===== src/rtl/mic1_mem_if.sv =====
// rtl/mic1_mem_if.sv - MIC-1 memory interface: sequences word and fetch accesses on one shared port
module mic1_mem_if #(
    parameter int unsigned TIMEOUT            = 255,
    parameter bit          FETCH_BYTE_LANE_LE = 1'b1
) (
    input  logic        clk,
    input  logic        resetn,
    input  logic        rd,
    input  logic        wr,
    input  logic        fetch,
    input  logic [31:0] mar,
    input  logic [31:0] mdr_wr,
    input  logic [31:0] pc,
    output logic [31:0] mdr_rd,
    output logic        mdr_load,
    output logic [7:0]  mbr_byte,
    output logic        mbr_load,
    output logic        stall,
    output logic        bus_err,
    output logic        mem_req,
    output logic        mem_we,
    output logic [31:0] mem_addr,
    output logic [31:0] mem_wdata,
    input  logic [31:0] mem_rdata,
    input  logic        mem_ready
);

    localparam int unsigned CW = (TIMEOUT < 2) ? 1 : $clog2(TIMEOUT + 1);

    typedef enum logic [1:0] {
        ST_IDLE  = 2'd0,
        ST_WORD  = 2'd1,
        ST_FETCH = 2'd2
    } state_t;

    state_t        state_q, state_d;
    logic [31:0]   waddr_q, waddr_d;
    logic [31:0]   faddr_q, faddr_d;
    logic [1:0]    lane_q, lane_d;
    logic [31:0]   wdata_q, wdata_d;
    logic          op_wr_q, op_wr_d;
    logic          fetch_pend_q, fetch_pend_d;
    logic          stall_q, stall_d;
    logic [31:0]   mdr_rd_q, mdr_rd_d;
    logic          mdr_load_q, mdr_load_d;
    logic [7:0]    mbr_byte_q, mbr_byte_d;
    logic          mbr_load_q, mbr_load_d;
    logic          bus_err_q, bus_err_d;
    logic [CW-1:0] tcnt_q, tcnt_d;

    logic          busy;
    logic          done;
    logic          tmo;
    logic [1:0]    lane;
    logic [7:0]    fetch_byte;

    // Pick the fetched byte out of the returned word according to endianness
    always_comb begin
        lane = FETCH_BYTE_LANE_LE ? lane_q : (2'd3 - lane_q);
        fetch_byte = 8'h00;
        case (lane)
            2'd0:    fetch_byte = mem_rdata[7:0];
            2'd1:    fetch_byte = mem_rdata[15:8];
            2'd2:    fetch_byte = mem_rdata[23:16];
            default: fetch_byte = mem_rdata[31:24];
        endcase
    end

    // Next-state logic: accept a microinstruction, run word op then fetch, handle completion and timeout
    always_comb begin
        state_d      = state_q;
        waddr_d      = waddr_q;
        faddr_d      = faddr_q;
        lane_d       = lane_q;
        wdata_d      = wdata_q;
        op_wr_d      = op_wr_q;
        fetch_pend_d = fetch_pend_q;
        stall_d      = stall_q;
        mdr_rd_d     = mdr_rd_q;
        mdr_load_d   = 1'b0;
        mbr_byte_d   = mbr_byte_q;
        mbr_load_d   = 1'b0;
        bus_err_d    = bus_err_q;
        tcnt_d       = tcnt_q;

        busy = (state_q != ST_IDLE);
        done = busy && mem_ready;
        // Aborts on the wait cycle that would bring the count up to TIMEOUT
        tmo  = (TIMEOUT != 0) && busy && !mem_ready && (tcnt_q == CW'(TIMEOUT - 1));

        if (busy && !mem_ready && (TIMEOUT != 0)) begin
            tcnt_d = tcnt_q + 1'b1;
        end

        case (state_q)
            ST_IDLE: begin
                if (!stall_q && (rd || wr || fetch)) begin
                    waddr_d      = {mar[29:0], 2'b00};
                    faddr_d      = {pc[31:2], 2'b00};
                    lane_d       = pc[1:0];
                    wdata_d      = mdr_wr;
                    // rd together with wr resolves to a write and flags the conflict
                    op_wr_d      = wr;
                    fetch_pend_d = fetch;
                    bus_err_d    = bus_err_q | (rd & wr);
                    stall_d      = 1'b1;
                    tcnt_d       = '0;
                    state_d      = (rd || wr) ? ST_WORD : ST_FETCH;
                end
            end
            ST_WORD: begin
                if (done || tmo) begin
                    if (done && !op_wr_q) begin
                        mdr_rd_d   = mem_rdata;
                        mdr_load_d = 1'b1;
                    end
                    if (tmo) begin
                        bus_err_d = 1'b1;
                    end
                    tcnt_d  = '0;
                    stall_d = fetch_pend_q;
                    state_d = fetch_pend_q ? ST_FETCH : ST_IDLE;
                end
            end
            ST_FETCH: begin
                if (done || tmo) begin
                    if (done) begin
                        mbr_byte_d = fetch_byte;
                        mbr_load_d = 1'b1;
                    end
                    if (tmo) begin
                        bus_err_d = 1'b1;
                    end
                    tcnt_d       = '0;
                    fetch_pend_d = 1'b0;
                    stall_d      = 1'b0;
                    state_d      = ST_IDLE;
                end
            end
            default: begin
                stall_d = 1'b0;
                state_d = ST_IDLE;
            end
        endcase
    end

    // State and datapath registers; reset abandons any transaction in flight
    always_ff @(posedge clk or negedge resetn) begin
        if (!resetn) begin
            state_q      <= ST_IDLE;
            waddr_q      <= '0;
            faddr_q      <= '0;
            lane_q       <= '0;
            wdata_q      <= '0;
            op_wr_q      <= 1'b0;
            fetch_pend_q <= 1'b0;
            stall_q      <= 1'b0;
            mdr_rd_q     <= '0;
            mdr_load_q   <= 1'b0;
            mbr_byte_q   <= '0;
            mbr_load_q   <= 1'b0;
            bus_err_q    <= 1'b0;
            tcnt_q       <= '0;
        end else begin
            state_q      <= state_d;
            waddr_q      <= waddr_d;
            faddr_q      <= faddr_d;
            lane_q       <= lane_d;
            wdata_q      <= wdata_d;
            op_wr_q      <= op_wr_d;
            fetch_pend_q <= fetch_pend_d;
            stall_q      <= stall_d;
            mdr_rd_q     <= mdr_rd_d;
            mdr_load_q   <= mdr_load_d;
            mbr_byte_q   <= mbr_byte_d;
            mbr_load_q   <= mbr_load_d;
            bus_err_q    <= bus_err_d;
            tcnt_q       <= tcnt_d;
        end
    end

    // External port driven purely from the registered state so it stays stable through wait states
    always_comb begin
        mem_req   = 1'b0;
        mem_we    = 1'b0;
        mem_addr  = '0;
        mem_wdata = '0;
        case (state_q)
            ST_WORD: begin
                mem_req   = 1'b1;
                mem_we    = op_wr_q;
                mem_addr  = waddr_q;
                mem_wdata = op_wr_q ? wdata_q : 32'h0;
            end
            ST_FETCH: begin
                mem_req  = 1'b1;
                mem_addr = faddr_q;
            end
            default: begin
                mem_req = 1'b0;
            end
        endcase
    end

    assign mdr_rd   = mdr_rd_q;
    assign mdr_load = mdr_load_q;
    assign mbr_byte = mbr_byte_q;
    assign mbr_load = mbr_load_q;
    assign stall    = stall_q;
    assign bus_err  = bus_err_q;

endmodule


===== config.mk =====
export PLATFORM = sky130hd
export DESIGN_NAME = mic1_mem_if
export DESIGN_NICKNAME = d
export VERILOG_FILES = /design/src/rtl/mic1_mem_if.sv
export SDC_FILE = /design/constraint.sdc
export NUM_CORES = 1
export LEC_CHECK = 0
export CAP_MARGIN = 25
export CORE_ASPECT_RATIO = 0.7
export CORE_MARGIN = 2
export CORE_UTILIZATION = 35
export DETAILED_ROUTE_END_ITERATION = 10
export DONT_BUFFER_PORTS = 1
export GPL_ROUTABILITY_DRIVEN = 0
export GPL_TIMING_DRIVEN = 0
export HOLD_SLACK_MARGIN = 0.02
export PLACE_DENSITY_LB_ADDON = 0.1
export SYNTH_ARGS = -nofsm -noshare
export SYNTH_HDL_FRONTEND = slang
export SYNTH_SLANG_ARGS = --single-unit
export TNS_END_PERCENT = 1

===== constraint.sdc =====
create_clock -name clk -period 2.25 [get_ports clk]
set_input_delay 0.1125 -clock clk [delete_from_list [all_inputs] [get_ports clk]]
set_output_delay 0.1125 -clock clk [all_outputs]
set_load 0.01 [all_outputs]

==> results.json, run 1 <==
{
  "setup.worst_path.end_class": "output pin",
  "setup_viol": 0,
  "cts_buffer_depth": 2,
  "maxCapViolCount": 0,
  "dpl.cell_count": 753,
  "htree_levels": 4,
  "fin_crit_sh_pct": 97.1,
  "grt_pass1_wl_mm": 28.0,
  "antenna_left": 0,
  "wl_met3_mm": 1.19,
  "first_global_vias": 5013,
  "num_rows": 42,
  "worst_setup_path_start_kind": "register",
  "wl_mm": 18.0,
  "die_x_microns": 170,
  "finalClockSkew_ns": 0.00837,
  "worstPathMaxFanout": 10,
  "fin_util_pct": 47.7,
  "track_usage_pct": 17.9,
  "grt-ovfl-total": 0,
  "cts_tree": "done",
  "synth_top_family_by_area": "multiplexers",
  "worst_pin_slew_ns": 0.640,
  "synth-xor-area-share_pct": 0.903,
  "top_layer": "met4",
  "fillers": 1662,
  "dp_slack_ns": -0.163,
  "rsz0062_at_grt": "true",
  "dp_hpwl_mm": 12.1,
  "post-route-min-period_ns": 2.18,
  "syn_area_sq_mm": 0.00679,
  "multi_input_area_sq_mm": 0.00282,
  "synthSimpleGateAreaFrac_pct": 9.01,
  "core_area_sq_mm": 0.0190,
  "fin_cells": 914,
  "run_status": "complete, but fails checks",
  "synth_compound_area_share_pct": 5.01,
  "synth_edf_count": 0,
  "yosysWarnings": 0,
  "clk_latency_ns": 0.42,
  "avgRoutedWirePerCell_microns": 19.7,
  "fp.dieArea_sq_mm": 0.0205,
  "synthTopCellsByCount": "dfrtp_1 (150), mux2_2 (134), a22oi_1 (32), and3_1 (32), nor2b_1 (31)",
  "nets": 778,
  "muxShareOfSynthArea_pct": 25.2,
  "seq_area_frac_synth_pct": 55.3,
  "power_density_mw_per_mm2": 1360,
  "drive_above_1_share_pct": 32.6,
  "min_path_type": "input port to async pin",
  "slowest_delay_ns": 0.41,
  "clock_sinks": 150,
  "synth_most_common_cell": "dfrtp_1",
  "syn_area_per_cell_sq_um": 13.9,
  "syn_to_final_growth_pct": 33.3,
  "final_max_slew_viol_count": 0,
  "cp_slowest_cell": "dfrtp_1",
  "via_per_inst": 4.98,
  "path_class": "register to output pin",
  "final-seq-area_sq_mm": 0.00375,
  "root_buffer": "clkbuf_16",
  "syn_inst": 488,
  "drc": 0,
  "ys_types": 41,
  "cts-buffers-inserted": 17,
  "netlist.area_leader.share_pct": 55.3,
  "synth_area_leaders": "dfrtp_1 (55%), mux2_2 (22%), a22oi_1 (3.5%), and3_1 (2.9%), nor2b_1 (2.9%)",
  "worstPathCellList": "inv_1 -> ha_1 -> clkbuf_1 -> buf_2 -> a22oi_1 -> nor2b_1",
  "fmax_mhz": 458,
  "routed-wl-met2_mm": 8.75,
  "leakagePower_nw": 3.94,
  "crit_family": "buffers and inverters",
  "path_clk_slew_ns": 0.06,
  "synth-seq-cells": 150,
  "drt-initial-drc-count": 184,
  "io_buffers": 0,
  "fin_hold_ws_ns": -0.608,
  "drtPass1Iterations": 4,
  "synth_top_area_cell": "dfrtp_1",
  "antennaDiodeCount": 0,
  "violations": "hold timing",
  "m1WireLength_mm": 7.79,
  "crit_required_ns": 2.14,
  "antenna_found_initial": 0,
  "worstPathArrival_ns": 2.07,
  "synth_async_sr_flop_share_pct": 100,
  "synth-adder-area-share_pct": 1.11,
  "slew-limit-headroom_pct": 57.4,
  "ioPinCount": 244,
  "ir_drop_uv": 582,
  "worst_slack_ns": 0.0654,
  "synthFlopType": "dfrtp_1",
  "cts-hold-fix-buffers": 130,
  "initial_core_util_pct": 35.8,
  "vias": 4551,
  "die_h_microns": 121,
  "hold_viol": 150,
  "grt_max_degree": 151,
  "cp.buffers_inverters": 3
}
==> layout by cell type (no fill, tap or decap), types with 3 or more instances in the layout <==
| cell type | Yosys | routed |
|---|---|---|
| nand2_1 | 6 | 6 |
| inv_1 | 6 | 6 |
| clkbuf_2 | 0 | 5 |
| clkbuf_1 | 16 | 7 |
| a22oi_1 | 32 | 32 |
| mux2_2 | 134 | 134 |
| dfrtp_1 | 150 | 150 |
| clkbuf_4 | 0 | 4 |
| dlygate4sd3_1 | 0 | 130 |
| buf_4 | 3 | 4 |
| xor2_1 | 6 | 6 |
| clkbuf_16 | 0 | 17 |
| buf_6 | 8 | 8 |
| clkinvlp_4 | 0 | 4 |
| bufinv_16 | 0 | 3 |
| buf_2 | 6 | 8 |
| clkinv_2 | 0 | 4 |
| nor2b_1 | 31 | 29 |
| mux4_2 | 8 | 8 |
| nor2_1 | 13 | 13 |
| and3_1 | 32 | 32 |
| ha_1 | 6 | 4 |
==> flip-flops by register name, indices dropped and copies added (netlist names), 2 cells and up <==
signal and flops:
mbr_byte 8, mdr_rd 32, tcnt_q 8, wdata_q 32, lane 2, state_q 2, waddr_q 30, faddr_q 30
==> cells by family (layout without fill, tap and decap cells) <==
kind of cell | count (synthesis) | count (layout)
xor gates and xnor gates | 7 | 7
AOI/OAI and AO/OA | 43 | 43
buffers and inverters | 41 | 202
adders and majority gates | 6 | 6
DFF | 150 | 150
and+or+nand+nor | 96 | 96
muxes | 144 | 144
other | 1 | 2
==> power by group <==
part	switching, mW	total (mW)	internal [mW]	leakage [nW]
sequential	0.947	4.96	4.01	1.82
combinational	2.07	4.49	2.42	1.84
clock	1.14	2.88	1.73	0.278
==> what timing repair did <==
item | 4_1_cts | 5_1_grt
resized for setup | 18 | 6
buffers inserted | 0 | 0
setup endpoints to repair | 65 | 50
endpoints found under the hold margin | 284 | 150
==> through the flow <==
step           total power, mW  instance area, sq um  setup TNS, ns
6_report                  12.3                  9050              0
5_1_grt                   13.1                  9050         -0.673
4_1_cts                   12.4                  9040              0
3_5_place_dp              9.28                  7120          -1.39
3_3_place_gp              9.12                  7120          -1.34
2_1_floorplan             8.19                  6790              0
==> per-layer routing <==
layer / up-vias / track usage [%]
li1: 2039 / -
met1: 2331 / 22.2
met2: 161 / 29.8
met3: 20 / 5.76
met4: 0 / 5.93
met5: - / 0
==> final cells by class <==
type	instances	area share, %
flip-flops and latches	150	41.5
multi-input cells	298	31.1
repair buffers	130	14.4
clock buffers	18	4.74
well taps	264	3.65
plain buffers	35	2.63
clock inverters	13	1.74
inverters	6	0.249
==> worst reg2reg max path, stage by stage, from the launching register on <==
cell and delay (ns):
dfrtp_1 0.40, inv_1 0.08, ha_2 0.19, buf_6 0.14, nand2b_4 0.17, nor3b_4 0.36
buf_6 0.23, mux2_2 0.36
==> worst paths after layout <==
path,cells past startpoint,slack (ns),endpoint,startpoint
max reg2reg,7,0.21,mdr_rd[6],state_q[0]
min,0,-0.61,faddr_q[28],resetn
min reg2reg,1,0.50,wdata_q[1],wdata_q[1]
max in group asynchronous,0,2.63,wdata_q[15],resetn
max,6,0.07,mem_addr[12],state_q[0]
min in group clk,2,0.06,mbr_byte[3],mem_rdata[3]
No activity file was read; power rests on OpenSTA's default activity.
==> run 2: changes to the inputs <==
==> constraint.sdc (replaced) <==
create_clock -name clk -period 2.25 [get_ports clk]
set_input_delay 0.1125 -clock clk [delete_from_list [all_inputs] [get_ports clk]]
set_output_delay 0.1125 -clock clk [all_outputs]
set_load 0.005 [all_outputs]
==> run 2 against run 1 <==
Sequential power is 3% lower. Clock skew hardly changed. The flow still finishes with violations (hold timing). Largest power group unchanged. Core utilization hardly changed. Power is 2.2% lower. Global-route usage hardly changed. Final cell count stayed put. Critical path type unchanged. Register-to-register slack hardly changed. Combinational power is 3% lower. First-iteration DRC count is 4.3% higher. Non-clock buffer count stayed put. Highest routed layer unchanged. Via count is 0.24% lower. Sequential share of layout area hardly changed.
==> results.json, run 2 (synthesized netlist as in run 1, its figures left out) <==
{
  "vias": 4540,
  "maxCapViolCount": 0,
  "slew-limit-headroom_pct": 57.4,
  "post_dp_cell_area_sq_mm": 0.00712,
  "grt_pass1_wl_mm": 27.9,
  "worst_pin_slew_ns": 0.640,
  "drtPass1Iterations": 4,
  "fmax_mhz": 468,
  "drt-initial-drc-count": 192,
  "hold_viol": 150,
  "grtUsageMet3_pct": 5.83,
  "crit_required_ns": 2.14,
  "antennaDiodeCount": 0,
  "violations": "hold timing",
  "worstPathArrival_ns": 2.03,
  "core_area_sq_mm": 0.0190,
  "cts-hold-fix-buffers": 130,
  "fp.dieArea_sq_mm": 0.0205,
  "fin_hold_ws_ns": -0.609,
  "dp_hpwl_mm": 12.1,
  "ioPinCount": 244,
  "grt-ovfl-total": 0,
  "wl_mm": 18.0,
  "swShare_pct": 32.4,
  "htree_levels": 4,
  "final_common_cell": "dfrtp_1",
  "worstPathMaxFanout": 10,
  "internal-power_mw": 8.15,
  "finalClockSkew_ns": 0.00837,
  "via_per_inst": 4.97,
  "initial_core_util_pct": 35.8,
  "fin_crit_sh_pct": 95.0,
  "nets": 778,
  "final_max_slew_viol_count": 0,
  "antenna_found_initial": 0,
  "grt_max_degree": 151,
  "cts-buffers-inserted": 17,
  "combPwrFrac_pct": 36.1,
  "post-route-min-period_ns": 2.14,
  "power_density_mw_per_mm2": 1330,
  "antenna_left": 0,
  "die_h_microns": 121,
  "min_path_type": "input port to async pin",
  "leakagePower_nw": 3.92,
  "path_class": "register to output pin",
  "clk_latency_ns": 0.42,
  "rsz0062_at_grt": "true",
  "avgRoutedWirePerCell_microns": 19.7,
  "drive_above_1_share_pct": 31.8,
  "grt_use_met2_pct": 29.8,
  "setup_viol": 0,
  "path_clk_slew_ns": 0.06,
  "worst_setup_path_start_kind": "register",
  "cts_buffer_depth": 2,
  "drc": 0,
  "clockPowerShare_pct": 23.9,
  "cts_tree": "done",
  "fin_area_sq_mm": 0.00904,
  "grtUsageMet1_pct": 22.1,
  "setup.worst_path.end_class": "output pin",
  "p_sw_mw": 3.90,
  "num_rows": 42,
  "run_status": "complete, but fails checks",
  "root_buffer": "clkbuf_16",
  "die_x_microns": 170,
  "track_usage_pct": 17.9,
  "busiest_layer": "met2",
  "total_power_mw": 12.0,
  "clock_sinks": 150,
  "p_seq_share_pct": 40.0,
  "ir_drop_uv": 569,
  "mostFrequentLayoutCells": "dfrtp_1 (150), mux2_2 (134), dlygate4sd3_1 (130)",
  "fin_tns_setup_ns": 0,
  "first_global_vias": 5006,
  "io_buffers": 0,
  "syn_to_final_growth_pct": 33.2
}
[run 2: cell types whose count changed in the layout (fill, tap and decap cells not counted)]
cell / previous run / this run
buf_1: 0 / 1
nor2b_2: 2 / 0
buf_2: 8 / 7
clkbuf_2: 5 / 3
nor2b_1: 29 / 31
clkbuf_1: 7 / 9
[run 2: final timing paths]
path                              startpoint      endpoint  slack, ns  depth (start not counted)
worst max-delay path              state_q[1]  mem_addr[12]       0.11                          5
worst min-delay path                  resetn   faddr_q[28]      -0.61                          0
worst max register to register    state_q[0]     mdr_rd[6]       0.21                          7
worst min register to register    wdata_q[1]    wdata_q[1]       0.50                          1
max in group asynchronous             resetn   wdata_q[15]       2.63                          0
min in group clk                mem_rdata[3]   mbr_byte[3]       0.06                          2
[run 2: area by class of cell]
cell class / instances / area (sq um)
fillers: 1661 / 9930
flip-flops and latches: 150 / 3750
multi-input cells: 298 / 2810
repair buffers: 130 / 1300
clock buffers: 18 / 429
well taps: 264 / 330
plain buffers: 35 / 234
clock inverters: 13 / 158
inverters: 6 / 22.5
[run 2: through the flow]
stage | util (%) | worst slack (ns) | cells | hold WS (ns)
2_1_floorplan | - | 0.379 | 489 | -0.183
3_3_place_gp | 37.5 | -0.107 | 753 | -0.174
3_5_place_dp | 37.5 | -0.0984 | 753 | -0.174
4_1_cts | 47.6 | -0.00250 | 914 | -0.633
5_1_grt | 47.7 | -0.0183 | 914 | -0.642
6_report | 47.7 | 0.112 | 914 | -0.609
[run 2: worst max-delay path, cell delays in order, from the launching register on]
cell and delay [ns]:
dfrtp_1 0.40, inv_1 0.11, ha_2 0.26, buf_1 0.46
a22oi_1 0.16, nor2b_1 0.22
[run 2: per-layer routing]
layer,up-vias,share of wire [%]
met3,20,6.7
met1,2312,43
met5,-,0
li1,2043,-
met4,0,1.4
met2,165,49
[run 2: timing repair]
action | in CTS | in global routing
buffers inserted | 0 | 0
gates cloned | 0 | 0
gates resized for setup | 11 | 9
endpoints found under the setup margin | 64 | 54
hold endpoints to repair | 284 | 150
pin swaps | 0 | 0
[run 2: power by group through the flow]
| stage | Combinational [mW] | Sequential (mW) | Clock, mW |
|---|---|---|---|
| 6_report | 4.35 | 4.82 | 2.88 |
| 5_1_grt | 4.77 | 4.97 | 3.06 |
| 4_1_cts | 4.39 | 4.81 | 2.94 |
| 3_5_place_dp | 4.17 | 4.85 | 0 |
| 3_3_place_gp | 4.06 | 4.80 | 0 |
| 2_1_floorplan | 3.36 | 4.56 | 0 |
==> run 3: changes to the inputs <==
--- a/config.mk
+++ b/config.mk
@@ -7,7 +7,7 @@
 export LEC_CHECK = 0
 export CAP_MARGIN = 25
 export CORE_ASPECT_RATIO = 0.7
-export CORE_MARGIN = 2
+export CORE_MARGIN = 3
 export CORE_UTILIZATION = 35
 export DETAILED_ROUTE_END_ITERATION = 10
 export DONT_BUFFER_PORTS = 1
==> constraint.sdc (replaced) <==
create_clock -name clk -period 2 [get_ports clk]
set_input_delay 0.1 -clock clk [delete_from_list [all_inputs] [get_ports clk]]
set_output_delay 0.1 -clock clk [all_outputs]
set_load 0.005 [all_outputs]
==> run 3 against run 2 <==
The flow still finishes with violations (hold timing). Die area grew 2.9%. Wire length grew 4.5%. Critical path depth grew 3. First-iteration DRC count grew 2.6%. Clock power grew 16%. Highest routed layer unchanged.
==> results.json, run 3 (synthesized netlist as in run 1, its figures left out) <==
{
  "run_status": "complete, but fails checks",
  "violations": "hold timing",
  "power_density_mw_per_mm2": 1510,
  "finalClockSkew_ns": 0.0113,
  "dp_hpwl_mm": 12.5,
  "mostFrequentLayoutCells": "dfrtp_1 (149), mux2_2 (134), dlygate4sd3_1 (133)",
  "htree_levels": 4,
  "cts_buffer_depth": 2,
  "final_max_slew_viol_count": 0,
  "ioPinCount": 244,
  "vias": 4588,
  "leakagePower_nw": 3.99,
  "grt_pass1_wl_mm": 29.0,
  "die_h_microns": 123,
  "path_class": "register to register",
  "slowest_delay_ns": 0.36,
  "avgRoutedWirePerCell_microns": 20.5,
  "path_clk_slew_ns": 0.06,
  "syn_to_final_growth_pct": 35.3,
  "num_rows": 41,
  "worst_pin_slew_ns": 0.614,
  "drive_above_1_share_pct": 33.5,
  "fillers": 1602,
  "crit_family": "buffers and inverters",
  "die_x_microns": 172,
  "fmax_mhz": 519,
  "drc": 0,
  "grt-ovfl-total": 0,
  "root_buffer": "clkbuf_16",
  "via_per_inst": 5.01,
  "post-route-min-period_ns": 1.93,
  "crit_top_cell": "buf_6",
  "rsz0062_at_grt": "false",
  "worstPathArrival_ns": 2.23,
  "clk_latency_ns": 0.43,
  "dpl.cell_count": 747,
  "worstPathMaxFanout": 10,
  "final_common_cell": "dfrtp_1",
  "maxCapViolCount": 0,
  "antenna_found_initial": 0,
  "clock_sinks": 150,
  "worst_setup_path_start_kind": "register",
  "slew-limit-headroom_pct": 59.1,
  "nets": 784,
  "drtPass1Iterations": 4,
  "total_power_mw": 13.9,
  "io_buffers": 0,
  "initial_core_util_pct": 36.7,
  "track_usage_pct": 18.0,
  "fin_hold_ws_ns": -0.628,
  "fp.dieArea_sq_mm": 0.0211,
  "core_area_sq_mm": 0.0185,
  "antenna_left": 0,
  "cts-buffers-inserted": 17,
  "setup.worst_path.end_class": "register",
  "cp_slowest_cell": "mux2_2",
  "fin_cells": 915,
  "hold_viol": 150,
  "first_global_vias": 5088,
  "drt-initial-drc-count": 197,
  "worstPathCellList": "inv_1 -> ha_4 -> buf_6 -> nand2b_4 -> nor3b_4 -> buf_12 -> buf_6 -> mux2_2",
  "setup_viol": 0,
  "cp.buffers_inverters": 4,
  "crit_required_ns": 2.31,
  "antennaDiodeCount": 0,
  "cts_tree": "done",
  "min_path_type": "input port to async pin",
  "wl_mm": 18.8,
  "grt_max_degree": 151,
  "ir_drop_uv": 575,
  "fin_crit_sh_pct": 96.3
}
run 3: changes by cell type in the layout (fill, tap and decap cells not counted), moves of 2 or more:
cell	previous run	this run
buf_4	4	8
buf_6	8	6
buf_8	0	2
clkbuf_1	9	6
clkbuf_8	0	3
clkinv_2	4	0
clkinv_4	1	4
clkinvlp_4	4	2
dlygate4sd3_1	130	133
ha_4	0	2
inv_6	1	3
nor2b_1	31	29
nor2b_2	0	2
run 3: power breakdown:
group | leakage [nW] | total [mW] | switching (mW) | internal [mW]
Sequential | 1.82 | 5.44 | 0.925 | 4.51
Clock | 0.292 | 3.34 | 1.33 | 2.02
Combinational | 1.89 | 5.10 | 2.25 | 2.85
run 3: path summary, 6_finish.rpt:
path | from | to | slack (ns) | cells after the start
worst max-delay path | state_q[0] | mdr_rd[22] | 0.07 | 8
worst min-delay path | resetn | faddr_q[25] | -0.63 | 0
worst max register to register | state_q[0] | mdr_rd[22] | 0.07 | 8
worst min register to register | wdata_q[30] | wdata_q[30] | 0.50 | 1
max in group asynchronous | resetn | wdata_q[20] | 2.46 | 0
min in group clk | mem_rdata[25] | mbr_byte[1] | 0.04 | 2
run 3: what timing repair did:
action,4_1_cts,5_1_grt
pin swaps,1,1
hold endpoints to repair,286,151
hold buffers,130,3
buffers inserted,1,3
gates cloned,0,0
endpoints found under the setup margin,94,97
resized for setup,29,6
run 3: worst register-to-register path: cells and delay by family (launching register included):
family                     cells  cell delay [ns]
and+or+nand+nor                2             0.41
adders and majority gates      1             0.16
muxes                          1             0.36
buffers and inverters          4             0.53
DFF                            1             0.35
run 3: through the flow:
step	setup slack, ns	util (%)	TNS (ns)	instance area [sq um]
after floorplan	0.129	-	0	6790
after global placement	-0.338	38.4	-7.13	7120
after detailed placement	-0.325	38.4	-7.91	7120
after CTS	-0.0308	49.2	-0.0654	9110
after global routing	0.0159	49.6	0	9190
final	0.0739	49.6	0	9190
run 3: layout make-up:
cell class / count / area [sq um] / area share [%]
clock buffers: 20 / 447 / 4.86
multi-input cells: 298 / 2840 / 30.9
clock inverters: 12 / 166 / 1.81
flip-flops and latches: 150 / 3750 / 40.9
plain buffers: 34 / 263 / 2.86
inverters: 6 / 22.5 / 0.245
repair buffers: 137 / 1370 / 15.0
well taps: 258 / 323 / 3.51
run 3: metal layers:
metal / track usage (%) / share of wire (%) / up-vias
met3: 6.15 / 7.3 / 27
li1: - / - / 2063
met4: 5.98 / 1.9 / 0
met5: 0 / 0 / -
met1: 22.3 / 42 / 2334
met2: 29.8 / 49 / 164
